$ cat src/rtl/deadtime_monitor_pkg.sv
// deadtime_monitor_pkg: shared widths, polarity type and state encodings for the dead-time monitor
package deadtime_monitor_pkg;
  localparam int DTCOUNT_WIDTH_DEF = 10;
  typedef logic _logic_pwm;
  typedef enum logic [1:0] {S_BOTH_OFF, S_A_ON, S_B_ON, S_FAULT} _state_dtmon;
  typedef enum logic [1:0] {LAST_NONE, LAST_A, LAST_B} _last_leg;
endpackage

$ cat src/rtl/deadtime_monitor.sv
// deadtime_monitor: measures A->B / B->A dead time, flags short gaps, latches shoot-through and drives kill
//   inputs : clk, reset (async, high), en, gate_A/gate_B (pin level), logic_A/logic_B (1 = inverted),
//            dtime_min (minimum gap), fault_clear (level)
//   outputs: dt_ab/dt_ba (last gaps), dt_ab_valid/dt_ba_valid (update pulses), dt_viol (short-gap pulse),
//            viol_sticky, shoot_fault (in fault state), kill (registered copy of shoot_fault)
module deadtime_monitor
  import deadtime_monitor_pkg::*;
#(
  parameter int DTCOUNT_WIDTH = DTCOUNT_WIDTH_DEF
) (
  input  logic                     clk,
  input  logic                     reset,
  input  logic                     en,
  input  logic                     gate_A,
  input  logic                     gate_B,
  input  _logic_pwm                logic_A,
  input  _logic_pwm                logic_B,
  input  logic [DTCOUNT_WIDTH-1:0] dtime_min,
  input  logic                     fault_clear,
  output logic [DTCOUNT_WIDTH-1:0] dt_ab,
  output logic [DTCOUNT_WIDTH-1:0] dt_ba,
  output logic                     dt_ab_valid,
  output logic                     dt_ba_valid,
  output logic                     dt_viol,
  output logic                     viol_sticky,
  output logic                     shoot_fault,
  output logic                     kill
);
  _state_dtmon state, state_n;
  _last_leg last_leg, last_n;
  logic [DTCOUNT_WIDTH-1:0] gap_cnt, gap_n, dt_ab_n, dt_ba_n, meas;
  logic a, b, ab_v, ba_v, viol, clr, sticky_n;
  always_comb begin
    a = gate_A ^ logic_A;
    b = gate_B ^ logic_B;
    state_n = state;
    last_n = last_leg;
    gap_n = gap_cnt;
    dt_ab_n = dt_ab;
    dt_ba_n = dt_ba;
    ab_v = 1'b0;
    ba_v = 1'b0;
    if (a && b && state != S_FAULT)
      state_n = S_FAULT;
    else
      case (state)
        S_BOTH_OFF:
          if (a) begin
            state_n = S_A_ON;
            if (last_leg == LAST_B) begin
              dt_ba_n = gap_cnt;
              ba_v = 1'b1;
            end
          end else if (b) begin
            state_n = S_B_ON;
            if (last_leg == LAST_A) begin
              dt_ab_n = gap_cnt;
              ab_v = 1'b1;
            end
          end else
            gap_n = &gap_cnt ? gap_cnt : gap_cnt + 1'b1;
        S_A_ON:
          if (!a && !b) begin
            state_n = S_BOTH_OFF;
            gap_n = DTCOUNT_WIDTH'(1);
            last_n = LAST_A;
          end else if (!a) begin
            state_n = S_B_ON;
            dt_ab_n = '0;
            ab_v = 1'b1;
          end
        S_B_ON:
          if (!a && !b) begin
            state_n = S_BOTH_OFF;
            gap_n = DTCOUNT_WIDTH'(1);
            last_n = LAST_B;
          end else if (!b) begin
            state_n = S_A_ON;
            dt_ba_n = '0;
            ba_v = 1'b1;
          end
        S_FAULT:
          if (fault_clear && !a && !b) begin
            state_n = S_BOTH_OFF;
            last_n = LAST_NONE;
            gap_n = '0;
          end
        default: state_n = S_BOTH_OFF;
      endcase
    meas = ab_v ? dt_ab_n : dt_ba_n;
    viol = (ab_v || ba_v) && meas < dtime_min;
    // inside the fault state, fault_clear only counts when it actually releases the fault
    clr = fault_clear && (state != S_FAULT || (!a && !b));
    sticky_n = viol || (viol_sticky && !clr);
  end
  always_ff @(posedge clk or posedge reset)
    if (reset) begin
      state <= S_BOTH_OFF;
      last_leg <= LAST_NONE;
      gap_cnt <= '0;
      dt_ab <= '0;
      dt_ba <= '0;
      dt_ab_valid <= 1'b0;
      dt_ba_valid <= 1'b0;
      dt_viol <= 1'b0;
      viol_sticky <= 1'b0;
      kill <= 1'b0;
    end else if (!en) begin
      state <= S_BOTH_OFF;
      last_leg <= LAST_NONE;
      gap_cnt <= '0;
      dt_ab_valid <= 1'b0;
      dt_ba_valid <= 1'b0;
      dt_viol <= 1'b0;
      viol_sticky <= 1'b0;
      kill <= 1'b0;
    end else begin
      state <= state_n;
      last_leg <= last_n;
      gap_cnt <= gap_n;
      dt_ab <= dt_ab_n;
      dt_ba <= dt_ba_n;
      dt_ab_valid <= ab_v;
      dt_ba_valid <= ba_v;
      dt_viol <= viol;
      viol_sticky <= sticky_n;
      kill <= state_n == S_FAULT;
    end
  assign shoot_fault = state == S_FAULT;
endmodule

$ cat config.mk
export PLATFORM = sky130hd
export DESIGN_NAME = deadtime_monitor
export DESIGN_NICKNAME = d
export VERILOG_FILES = /design/src/rtl/deadtime_monitor_pkg.sv /design/src/rtl/deadtime_monitor.sv
export SDC_FILE = /design/constraint.sdc
export NUM_CORES = 1
export LEC_CHECK = 0
export ABC_AREA = 1
export BUFFER_PORTS_ARGS = -buffer_cell sky130_fd_sc_hd__buf_4
export CORE_ASPECT_RATIO = 1.2
export CORE_UTILIZATION = 31
export CTS_CLUSTER_DIAMETER = 30
export DETAILED_ROUTE_END_ITERATION = 6
export SYNTH_ARGS = -nofsm -noshare
export SYNTH_HDL_FRONTEND = slang
export SYNTH_SLANG_ARGS = --single-unit
$ cat constraint.sdc
create_clock -name clk -period 8.3 [get_ports clk]
set_clock_uncertainty 0.15 [all_clocks]
set_input_delay 0.415 -clock clk [delete_from_list [all_inputs] [get_ports clk]]
set_output_delay 0.415 -clock clk [all_outputs]
set_load 0.03 [all_outputs]
==> results of run 1 <==
layout make-up:
type	instances	area (sq um)	share of cell area, %
repair buffers	44	330	9.88
clock inverters	1	5.00	0.150
flip-flops and latches	39	976	29.2
well taps	117	146	4.38
inverters	73	282	8.42
multi-input cells	267	1530	45.7
clock buffers	7	76.3	2.28
report_power, final:
group          switching [mW]  total [mW]  leakage, nW  internal (mW)
clock                  0.0669       0.126       0.0422         0.0591
sequential             0.0284       0.259        0.522          0.231
combinational           0.274       0.418         1.10          0.143
final timing paths:
path / slack [ns] / from / depth (start not counted) / end
setup / recovery: 4.57 / state[0]$_DFF_PP0_ / 19 / viol_sticky$_DFF_PP0_
hold / removal: 0.09 / reset / 3 / state[0]$_DFF_PP0_
setup reg to reg: 4.57 / state[0]$_DFF_PP0_ / 19 / viol_sticky$_DFF_PP0_
hold reg to reg: 0.38 / viol_sticky$_DFF_PP0_ / 2 / viol_sticky$_DFF_PP0_
max in group asynchronous: 7.55 / reset / 3 / dt_ba[4]$_DFFE_PP0P_
min in group clk: 0.38 / viol_sticky$_DFF_PP0_ / 2 / viol_sticky$_DFF_PP0_
sequential cells by signal, indices dropped and copies added, names as in the netlist:
signal / flops
dt_ab: 10
dt_ba: 10
gap_cnt: 10
last_leg: 2
state: 2
dt_ab_valid: 1
dt_ba_valid: 1
dt_viol: 1
kill: 1
viol_sticky: 1
metal layers:
| metal | GRT usage (%) | wire length (um) |
|---|---|---|
| met1 | 21.7 | 3140 |
| met2 | 26.9 | 3570 |
| met3 | 2.54 | 368 |
| met4 | 8.73 | 193 |
| met5 | 0 | 0 |
critical path: stages (launching register included):
cell	delay, ns
dfrtp_1	0.43
inv_1	0.17
ha_1	0.61
inv_2	0.17
nor3_4	0.21
nand2_4	0.13
o21ai_2	0.22
inv_1	0.31
nand2_1	0.13
nand2_1	0.06
ha_1	0.28
a21oi_1	0.14
nor2_1	0.05
a211oi_1	0.15
o21ai_0	0.11
nand3_1	0.07
nand3_1	0.06
inv_1	0.06
nand2_1	0.07
nand2_1	0.06
cell usage after synthesis (2+ instances only):
library cell,number,area (sq um)
o22ai_1,20,125
o21ai_1,5,25.0
nor4_1,2,12.5
nand4_1,3,18.8
a21oi_1,10,50.1
inv_1,64,240
o211ai_1,2,15.0
nand3_1,11,55.1
o21ai_2,5,43.8
nor2_4,3,33.8
inv_4,2,12.5
nand2_1,104,390
nor3_1,4,20.0
nand2_4,6,67.6
clkinv_2,2,10.0
nand3_2,2,20.0
nand2_2,6,37.5
buf_2,2,10.0
nand3_4,2,35.0
nor2_1,14,52.6
xor2_1,2,17.5
o21ai_0,37,185
dfrtp_1,39,976
inv_2,4,15.0
buf_1,2,7.51
a211oi_1,2,15.0
a31oi_1,2,12.5
ha_1,16,200
a21oi_2,3,26.3
clkbuf_1,3,11.3
logic make-up after synthesis:
group	count (synthesis)
DFF	39
and+or+nand+nor	159
adders and majority gates	16
AOI/OAI and AO/OA	90
buffers and inverters	83
xor gates and xnor gates	2
==> results.toml, run 1 <==
[yosys]
syn_inst = 389
synthAdderAreaFrac_pct = 7.02
synth_area_sq_mm = 0.00285
yosys_warnings = 0
synth_top_flop_cell = "dfrtp_1"
avgSynthCellArea_sq_um = 7.33
synthesis.nets = 423
synth_compound_area_share_pct = 19.0
synth_edf_count = 0
ys_seq_area_share_pct = 34.2
synthMuxAreaShare_pct = 0
synth_top_family_by_area = "simple AND/OR/NAND/NOR gates"
synth_seq_cells = 39
synth_cell_types = 40
yosys.area_share.xor_xnor_pct = 0.614
async_flop_share_pct = 100
synth-simple-area-share_pct = 26.9

[layout]
stdcell_area_sq_mm = 0.00334
stdcell_count = 548
num_antenna_cells = 0
layout-drive-gt1-share_pct = 20.4
area_delta_synth_final_pct = 17.2
mostFrequentLayoutCells = "104 x nand2_1, 64 x inv_1, 44 x buf_4, 39 x dfrtp_1, 37 x o21ai_0"
fin_nets = 464
fillCellCount = 921
fin_util_pct = 38.2
final_common_cell = "nand2_1"

[global_route]
grt_pass1_vias = 2667
grt_pass1_wl_mm = 12.6
grt-ovfl-total = 0
grt_max_degree = 50
track_usage_pct = 16.9
antenna_found_initial = 0

[cts]
post_cts_buffers = 0
cts_sinks = 39
cts_tree = "built"
cts-htree-levels = 2
cts_hold_buffers = 0
clkTransAtPathRegs_ns = 0.08
cts_resized = 0
cts_buffers = 5
clkLatencyLatePin_ns = 0.29
cts_root_buf = "clkbuf_8"
cts_buffer_depth = 2

[power]
power_mw = 0.803
cellLeakagePower_nw = 1.66
peakVddDrop_mv = 0.0912
pwr_density_cell_mw_per_mm2 = 240

[detailed_routing]
avgRoutedWirePerCell_um = 13.3
drt-initial-drc-count = 183
vias_per_cell = 4.91
dr.pass1.iters = 5
drc_errors = 0
vias = 2688
antenna_left = 0
drt-total-wl_mm = 7.27

[timing]
max_freq_mhz = 268
tightest_slew_ns = 0.660
setup_violations = 0
layout_setup_ws_ns = 4.57
fin_crit_ns = 3.73
slew_headroom_pct = 56.0
period_share_pct = 44.9
setup_tns_ns = 0
rsz0062_at_grt = "no"
drv_slew = 0
fin_hold_ws_ns = 0.0910
hold_viol = 0

[place]
dp_hpwl_mm = 5.62
dp_worst_setup_slack_ns = 4.62
dp.cells = 540
gp_congestion = 0.967
port_buffers = 43
dpl_cell_area_sq_mm = 0.00326

[floorplanning]
pin_count = 44
die_x_um = 89.6
initial_utilization_pct = 32.6
die_h_um = 107
core-area_sq_mm = 0.00875
die_area_sq_mm = 0.00959
rows = 37

[critical_path]
cp-start-kind = "register"
worstPathArrival_ns = 3.81
worstPathRequired_ns = 8.38
worst-path-max-fanout = 16
critPathKind = "reg -> reg"
end_kind = "register"

[job]
drv_cap = 0

[min_path]
min_path_type = "in -> async"

[outcome]
outcome = "finished, final reports clean"
(Power assumes the default switching activity.)
==> inputs of run 2 (changes only) <==
Clock period 8.3 ns to 3.7 ns, I/O delays scaled along.
==> results.toml, run 2 (same netlist as run 1, synthesis figures left out) <==
[detailed_routing]
antenna_left = 0
avgRoutedWirePerCell_um = 13.2
vias = 2708
dr.pass1.iters = 4
drt-initial-drc-count = 174
drc_errors = 0
vias_per_cell = 4.92
drt-total-wl_mm = 7.27

[critical_path]
worstPathRequired_ns = 3.73
critPathKind = "reg -> reg"
cp-start-kind = "register"
end_kind = "register"
worst-path-max-fanout = 12
worstPathArrival_ns = 3.16

[cts]
cts_root_buf = "clkbuf_8"
cts_tree = "built"
clkTransAtPathRegs_ns = 0.08
cts_buffers = 5
cts_buffer_depth = 2
cts_resized = 0
cts-htree-levels = 2
clkLatencyLatePin_ns = 0.29
cts_sinks = 39

[place]
dp_hpwl_mm = 5.66
port_buffers = 43
dp_worst_setup_slack_ns = 0.609
gp_congestion = 0.959

[timing]
drv_slew = 0
slew_headroom_pct = 65.7
tightest_slew_ns = 0.514
setup_violations = 0
rsz0062_at_grt = "no"
hold_viol = 0
fin_crit_ns = 3.13
max_freq_mhz = 319
setup_tns_ns = 0
period_share_pct = 84.6
layout_setup_ws_ns = 0.568

[global_route]
grt-ovfl-total = 0
grt_max_degree = 50
track_usage_pct = 16.3
grt_pass1_vias = 2571
grt_pass1_wl_mm = 12.1
antenna_found_initial = 0

[min_path]
min_path_type = "in -> reg"

[floorplanning]
initial_utilization_pct = 32.6
die_area_sq_mm = 0.00959
die_x_um = 89.6
rows = 37
die_h_um = 107
pin_count = 44
core-area_sq_mm = 0.00875

[layout]
area_delta_synth_final_pct = 17.8
mostFrequentLayoutCells = "104 x nand2_1, 64 x inv_1, 45 x buf_4, 39 x dfrtp_1, 37 x o21ai_0"
fin_nets = 466
final_common_cell = "nand2_1"
reg_top3 = "dt_ab (10), dt_ba (10), gap_cnt (10)"
fillCellCount = 918
fin_util_pct = 38.4
num_antenna_cells = 0
layout-drive-gt1-share_pct = 20.6

[outcome]
outcome = "finished, final reports clean"

[power]
peakVddDrop_mv = 0.212
power_mw = 1.81
pwr_density_cell_mw_per_mm2 = 538
cellLeakagePower_nw = 1.67

[job]
drv_cap = 0
==> run 2: cell count changes in the layout (fill, tap and decap cells not counted), sizes merged <==
cell,before,now
buf,44,45
dlygate4sd3,0,1
==> run 2: critical path, stage by stage, from the launching register on <==
cell	delay (ns)
dfrtp_1	0.43
inv_1	0.17
ha_1	0.21
inv_2	0.08
nor3_4	0.17
nand2_4	0.13
o21ai_2	0.21
inv_1	0.29
nand2_1	0.13
nand2_1	0.06
ha_1	0.29
nand2_1	0.07
nor2_1	0.11
a211oi_1	0.05
o21ai_0	0.14
nand3_1	0.08
nand3_1	0.07
inv_1	0.04
nand2_1	0.08
nand2_1	0.05
==> run 2: cell type report <==
cell class | instances | area [sq um] | area share [%]
Multi-Input combinational cell | 267 | 1530 | 45.4
Sequential cell | 39 | 976 | 29.1
Timing Repair Buffer | 46 | 348 | 10.4
Inverter | 73 | 282 | 8.38
Tap cell | 117 | 146 | 4.36
Clock buffer | 7 | 76.3 | 2.27
Clock inverter | 1 | 5.00 | 0.149
==> run 2: path summary, 6_finish.rpt <==
| kind | from | to | slack, ns | depth (start not counted) |
|---|---|---|---|---|
| max in group asynchronous | reset | dt_ab[0]$_DFFE_PP0P_ | 2.62 | 4 |
| min in group asynchronous | reset | last_leg[0]$_DFFE_PP0P_ | 0.41 | 4 |
| max | state[0]$_DFF_PP0_ | viol_sticky$_DFF_PP0_ | 0.57 | 19 |
| min | fault_clear | viol_sticky$_DFF_PP0_ | 0.16 | 4 |
| max reg2reg | state[0]$_DFF_PP0_ | viol_sticky$_DFF_PP0_ | 0.57 | 19 |
| min reg2reg | gap_cnt[6]$_DFFE_PP0P_ | gap_cnt[6]$_DFFE_PP0P_ | 0.39 | 1 |
==> run 2: stage by stage <==
| stage | std cells | hold slack (ns) | cell area, sq um |
|---|---|---|---|
| after floorplan | 389 | 0.234 | 2850 |
| after global placement | 541 | 0.201 | 3270 |
| after detailed placement | 541 | 0.202 | 3270 |
| after CTS | 550 | 0.165 | 3360 |
| after global routing | 550 | 0.180 | 3360 |
| final | 550 | 0.159 | 3360 |
==> run 2: power by group <==
group	leakage, nW	switching [mW]	internal, mW
sequential	0.522	0.0652	0.518
clock	0.0422	0.151	0.133
combinational	1.11	0.617	0.324
==> run 2: repair_timing <==
item                                   CTS  global route
setup buffers                            0             0
hold buffers                             1             0
endpoints found under the hold margin   39             0
==> run 2: routing by layer <==
layer | GRT usage [%] | part of all wire (%) | up-vias
li1 | - | - | 1345
met1 | 21.2 | 44 | 1287
met4 | 6.24 | 2.8 | 0
met5 | 0 | 0 | -
met2 | 27.2 | 49 | 61
met3 | 2.08 | 3.6 | 15
